<file path="config.mk">
export PLATFORM = sky130hd
export DESIGN_NAME = result_demux4
export DESIGN_NICKNAME = d
export VERILOG_FILES = /design/src/rtl/result_demux4.sv
export SDC_FILE = /design/constraint.sdc
export NUM_CORES = 1
export LEC_CHECK = 0
export ABC_AREA = 1
export BUFFER_PORTS_ARGS = -buffer_cell sky130_fd_sc_hd__buf_2
export CORE_MARGIN = 5
export CORE_UTILIZATION = 50
export DETAILED_ROUTE_END_ITERATION = 10
export PLACE_DENSITY = 0.75
export SLEW_MARGIN = 20
export SYNTH_ARGS = -nofsm -noshare
export SYNTH_HDL_FRONTEND = slang
export SYNTH_SLANG_ARGS = --single-unit
</file>
<file path="constraint.sdc">
create_clock -name clk -period 2.5 [get_ports clk]
set_input_delay 0.375 -clock clk [delete_from_list [all_inputs] [get_ports clk]]
set_output_delay 0.375 -clock clk [all_outputs]
set_load 0.02 [all_outputs]
</file>
<file path="src/rtl/result_demux4.sv">
// Registered 1-to-4 result distributor: one producer stream steered into four
// single-entry channels with independent valid/ready. Option: RESULT_DEMUX4_BYPASS_EN.
module result_demux4 #(
  parameter int WIDTH = 32
) (
  input  logic             clk,
  input  logic             rst_n,
  input  logic             flush,
  input  logic             in_valid,
  output logic             in_ready,
  input  logic [1:0]       in_addr,
  input  logic [WIDTH-1:0] in_data,
  output logic [3:0]       out_valid,
  input  logic [3:0]       out_ready,
  output logic [WIDTH-1:0] out0,
  output logic [WIDTH-1:0] out1,
  output logic [WIDTH-1:0] out2,
  output logic [WIDTH-1:0] out3
);

  typedef enum logic {
    EMPTY = 1'b0,
    FULL  = 1'b1
  } chan_state_e;

  chan_state_e      state      [4];
  chan_state_e      state_next [4];
  logic [WIDTH-1:0] data_q     [4];
  logic [WIDTH-1:0] out_mux    [4];
  logic [3:0]       addr_hot;
  logic [3:0]       bypass;
  logic [3:0]       load;
  logic             accept;

  always_comb begin
    addr_hot          = '0;
    addr_hot[in_addr] = 1'b1;
    in_ready = !flush && ((state[in_addr] == EMPTY) || out_ready[in_addr]);
    accept   = in_valid && in_ready;
  end

`ifdef RESULT_DEMUX4_BYPASS_EN
  // A beat for an empty channel whose consumer is ready passes straight through.
  always_comb begin
    for (int k = 0; k < 4; k++) begin
      bypass[k] = addr_hot[k] && in_valid && !flush && out_ready[k] && (state[k] == EMPTY);
    end
  end
`else
  assign bypass = '0;
`endif

  assign load = addr_hot & {4{accept}} & ~bypass;

  // State register.
  always_ff @(posedge clk or negedge rst_n) begin
    if (!rst_n) begin
      for (int k = 0; k < 4; k++) state[k] <= EMPTY;
    end else begin
      for (int k = 0; k < 4; k++) state[k] <= state_next[k];
    end
  end

  // NOTE: payload registers carry no reset; out_valid masks them, so a reset
  // here would only cost flops and routing on the reset net.
  always_ff @(posedge clk) begin
    for (int k = 0; k < 4; k++) begin
      if (load[k]) data_q[k] <= in_data;
    end
  end

  // Next-state: a refill on the same edge as a pop keeps the channel FULL.
  always_comb begin
    for (int k = 0; k < 4; k++) begin
      state_next[k] = state[k];
      if (flush)                                    state_next[k] = EMPTY;
      else if (load[k])                             state_next[k] = FULL;
      else if ((state[k] == FULL) && out_ready[k])  state_next[k] = EMPTY;
    end
  end

  // Outputs are forced to zero whenever the channel is not presenting a beat.
  always_comb begin
    for (int k = 0; k < 4; k++) begin
      out_valid[k] = ((state[k] == FULL) && !flush) || bypass[k];
      out_mux[k]   = '0;
      if (out_valid[k]) out_mux[k] = bypass[k] ? in_data : data_q[k];
    end
  end

  assign out0 = out_mux[0];
  assign out1 = out_mux[1];
  assign out2 = out_mux[2];
  assign out3 = out_mux[3];

endmodule

</file>
==> After elaboration in Yosys (flattened, before gate mapping) <==
Memory sizes are Yosys's and may differ from the RTL's.
Cells that the tools add are included.
{ "totals": {"mem_count": 1, "ff_bits": 4, "word_cells": 71, "out_inout_bits": 133, "mem_bits_rw": 128} }
{ "classes": {"bitwise": 3, "n_reduce_logical": 20, "n_lt_le_gt_ge": 3, "mux": 40} }
{ "mem_list": {"columns": ["memory", "words", "word_bits", "rd", "rd_ports_with_merged_regs", "wr", "line", "text"], "rows": [
  ["data_q", 4, 32, 4, 0, 1, "28", "logic [WIDTH-1:0] data_q [4];"]
]} }
{ "ops": {"columns": ["op", "count"], "rows": [
  ["32-bit two-way mux", 7],
  ["32-bit OR reduction", 3],
  ["1-bit two-way mux", 27],
  ["3-bit nonzero test", 4],
  ["1-bit logical AND", 11],
  ["2-bit two-way mux", 3],
  ["4-bit bitwise AND", 1],
  ["1-bit binary-select mux with 2-bit select", 2],
  ["3-bit greater-or-equal comparator (second input constant)", 1],
  ["2-bit by 3-bit less-than comparator with 1-bit output (second input constant)", 1],
  ["2-bit inverter with 3-bit output", 1],
  ["1-bit demux with 2-bit select", 1],
  ["2-bit by 1-bit greater-or-equal comparator with 1-bit output (second input constant)", 1],
  ["1-bit logical NOT", 1],
  ["1-bit logical OR", 1],
  ["1-bit inverter", 1]
]} }

==> Depth between registers and ports, before layout <==
{ "logic_depth": {"depth_word": 15, "depth_mapped": 9, "depth_no_buf": 8} }

==> Least setup slack after synthesis <==
OpenSTA, ideal clock, no wires.
{ "synth_timing": {"kind": "input to register", "startpoint": "input port in_addr[0]", "endpoint": "memory data_q[0][0], enable pin", "path_slack_ns": 0.530, "path_buffers": 1, "required_time_ns": 2.113, "arrival_time_ns": 1.583, "path_stages": 9, "path_cell_list": "buf_4 -> inv_2 -> nand2_1 -> nand2_1 -> nand2_1 -> nand2_1 -> nand2_2 -> nand4_1 -> inv_1"} }
{ "synth_via": {"word_cells_on_any_way": 33, "cone_classes": "order compare (2); mux (21); bitwise (3); reduce/logical (7)"} }
{ "synth_lines": {"columns": ["element", "line", "text"], "rows": [
  ["from (decl)", "11", "input logic [1:0] in_addr,"],
  ["2-bit inverter with 3-bit output (not written as such)", "38", "in_ready = !flush && ((state[in_addr] == EMPTY) || out_ready[in_addr]);"],
  ["1-bit binary-select mux with 2-bit select", "38", null],
  ["1-bit two-way mux (not written as such) (2 in series)", "38", null],
  ["1-bit inverter", "38", null],
  ["1-bit logical OR", "38", null],
  ["1-bit logical AND", "38", null],
  ["1-bit logical AND", "39", "accept = in_valid && in_ready;"],
  ["4-bit bitwise AND (*)", "53", "assign load = addr_hot & {4{accept}} & ~bypass;"],
  ["via load[0]", "32", "logic [3:0] load;"],
  ["1-bit two-way mux (*)", "68", "if (load[k]) data_q[k] <= in_data;"],
  ["1-bit two-way mux (not written as such) (*)", "68", null],
  ["1-bit two-way mux (no line) (*) (3 in series)", null, null],
  ["to (decl)", "28", null]
]} }
The timed path passes the listed nets; every way through them passes the cells marked *. The select of a mux whose other input is x is not followed.

==> Final worst setup path <==
{ "layout_timing": {"startpoint": "register state[1] (netlist bit)", "endpoint": "output port in_ready"} }
{ "layout_via": {"elab_chain_cells": 6} }
{ "layout_lines": {"columns": ["element", "line", "text"], "rows": [
  ["from (decl)", "26", "chan_state_e state [4];"],
  ["1-bit binary-select mux with 2-bit select", "38", null],
  ["1-bit two-way mux (not written as such) (2 in series)", "38", null],
  ["1-bit inverter", "38", null],
  ["1-bit logical OR", "38", null],
  ["1-bit logical AND", "38", null],
  ["to (decl)", "10", "output logic in_ready,"]
]} }
No other way between the ends. The select of a mux whose other input is x is not followed.

==> metrics <==
status=finished clean; pre-CTS WS=676 ps; vias in the first global route=3,844; crit path launch=state[1]; Worst Hold End=data_q[3][11]; RR Endpoint=data_q[0][11]; cell mode on critical path=nand2_1; core area=10,200 sq um; Worst-path clk slew=60 ps; Starting Density=50.8%; Die H=112 um; initial antenna violation count=0; TritonCTS clock tree=built; hold_sp=in_data[11]; H-tree Lvls=4; number of buffers created by CTS=17; Crit Path Class=register to output pin; ANT cells=0; Port-buffer cells=174; worst slew pin tran=286 ps; Root Driver=clkbuf_8; critical path's slowest cell=dfrtp_1; Tot GR Track Use=20.3%; Setup-failing EPs final=0; Post-synth EDFFs=128; Layout Nets=690; max_cap viols=0; startpoint types=register; # DRC=0; Hold/Removal Path Class=primary input to register; placed cells=764; Arr. time, crit path=1570 ps; CTS max path bufs=2; RSZ-0062 raised after global routing=no; Yosys top cell area share=74.0%; Net Count, Synth=493; most instantiated cells after synthesis=133 x inv_1, 130 x nor2_1, 128 x edfxtp_1; I/O pin cnt=175; Pre-Repair DR Iteration Count=4; Initial DRC Count=282; Pwr per Cell Area=763 nW/um^2; Slew headroom=80.9%; setup slack, reg-to-reg=900 ps; later-pin clock latency in the skew report=510 ps; Post-Syn Instances=451; Post-synth top flop=edfxtp_1; post-synthesis sequential area ratio=75.9%; CP Capture Type=output pin; R2R cell count=8; Final min period=1940 ps; Setup Fix Bufs, Post-CTS=0; Post-Syn Area=5200 sq um; yosys warns=0; Sink Count=132; Required @ worst endpoint=2120 ps; critical-path maximum fanout=2; Tcrit/Tclk final=77.7%; Final Hold Vio Count=0; Post-DRT Antenna Nets=0; Layout Cell Area excl Fill=6930 sq um; via count=3,684; worst setup margin=557 ps; Die X=112 um; half-perimeter wire length after placement=8870 um; Hold Buf Count CTS=1; Die Area=12,500 sq um; Cells on Worst Hold Path=1; Async SR Flop Fraction=3.03%; Placer Congestion=0.844; Syn Area/Cell=11.5 sq um; Post-DP Area=6290 sq um; setup TNS=0 ps; final slew viol count=0; CP peak stage delay=400 ps; VDD IR max=0.000574 V; CP Cell Sequence=nand2_1 > nand2_1 > nand2_1 > nand2_1 > a21oi_1 > buf_2; pin count of the biggest net entering global routing=20; post-CTS resize count=0; post-synthesis cell type count=16; layout cells sized above 1=34.8%; first-pass GRT wire length=19,500 um; Yosys reg bits=132; Max Fclk=515 MHz; Leak Pwr=3.65 nW; top-count cell post-synth=inv_1; Routed Wire Length=12,600 um; Syn-to-layout area delta=33.3%; row count=37; grt ovf=0; Clock Skews=8.63 ps; overall power=5.29 mW; Synth area leader=edfxtp_1; Routed WL per cell=15.7 um; filler-free cell count of the finished design=797; reg-to-reg startpoint=state[1]; routed vias/inst=4.62; top post-synthesis cells by area=edfxtp_1 74%, inv_1 9.6%, nor2_1 9.4%
-- cells in the final DEF, fill, tap and decap left out --
cell type and instances:
clkinvlp_4 2, dfrtp_1 4, nand4_1 4, or2_1 3
a21oi_1 1, clkinv_4 3, nand3_1 2, nor2_1 130
buf_4 16, clkbuf_8 1, nand3_2 1, bufinv_16 5
edfxtp_1 128, dlygate4sd3_1 1, nand2_2 1, clkbuf_16 16
clkinv_2 2, nor2_2 2, buf_2 174, inv_2 7
clkinv_1 3, nand2_1 21, inv_1 133, or2_0 1
-- kinds of logic (layout without fill, tap and decap cells) --
group,Yosys count,after routing,share of synthesized area [%]
simple gates,165,165,12.6
flops,132,132,75.9
buf+inv,153,363,11.4
compound gates,1,1,0.0962
-- through the flow --
step | hold WS, ps | util, %
after floorplan | 79.4 | -
after global placement | 186 | 61.5
after detailed placement | 190 | 61.5
after CTS | 44.2 | 67.7
after global routing | 47.3 | 67.7
final | 78.9 | 67.7
-- how the worst max path moves through the flow --
| stage | end | cells after the start |
|---|---|---|
| 4_1_cts | in_ready | 6 |
| 3_3_place_gp | data_q[0][9] | 10 |
| 3_5_place_dp | data_q[0][6] | 10 |
| 5_1_grt | in_ready | 6 |
| 6_report | in_ready | 6 |
| 2_1_floorplan | data_q[0][0] | 9 |
-- power by group --
group	total (mW)	internal, mW	switching, mW	leakage, nW
Combinational	0.227	0.0679	0.159	2.13
Clock	2.57	1.71	0.864	0.300
Sequential	2.49	2.48	0.0115	1.22
-- critical path, delay by kind of cell (launching register included) --
kind | cells | cell delay (ps)
buffers and inverters | 1 | 200
AOI/OAI and AO/OA | 1 | 200
and+or+nand+nor | 4 | 270
DFF | 1 | 400
-- layout make-up --
class	count	area, sq um
well taps	136	170
repair buffers	191	1000
clock inverters	15	213
multi-input cells	166	661
inverters	140	526
flip-flops and latches	132	3940
clock buffers	17	414
fillers	770	3300
-- flip-flops by register name (all words and copies together) (netlist names) --
name    cells
state       4
data_q    128
-- layer usage --
layer | track usage [%] | share of wire, % | vias up | wire [um]
met1 | 24.2 | 40 | 1738 | 5000
met4 | 7.21 | 1.6 | 0 | 206
li1 | - | - | 1756 | -
met2 | 34.1 | 50 | 171 | 6290
met3 | 7.55 | 8.4 | 19 | 1060
met5 | 0 | 0 | - | 0
No activity file was read; power rests on OpenSTA's default activity.
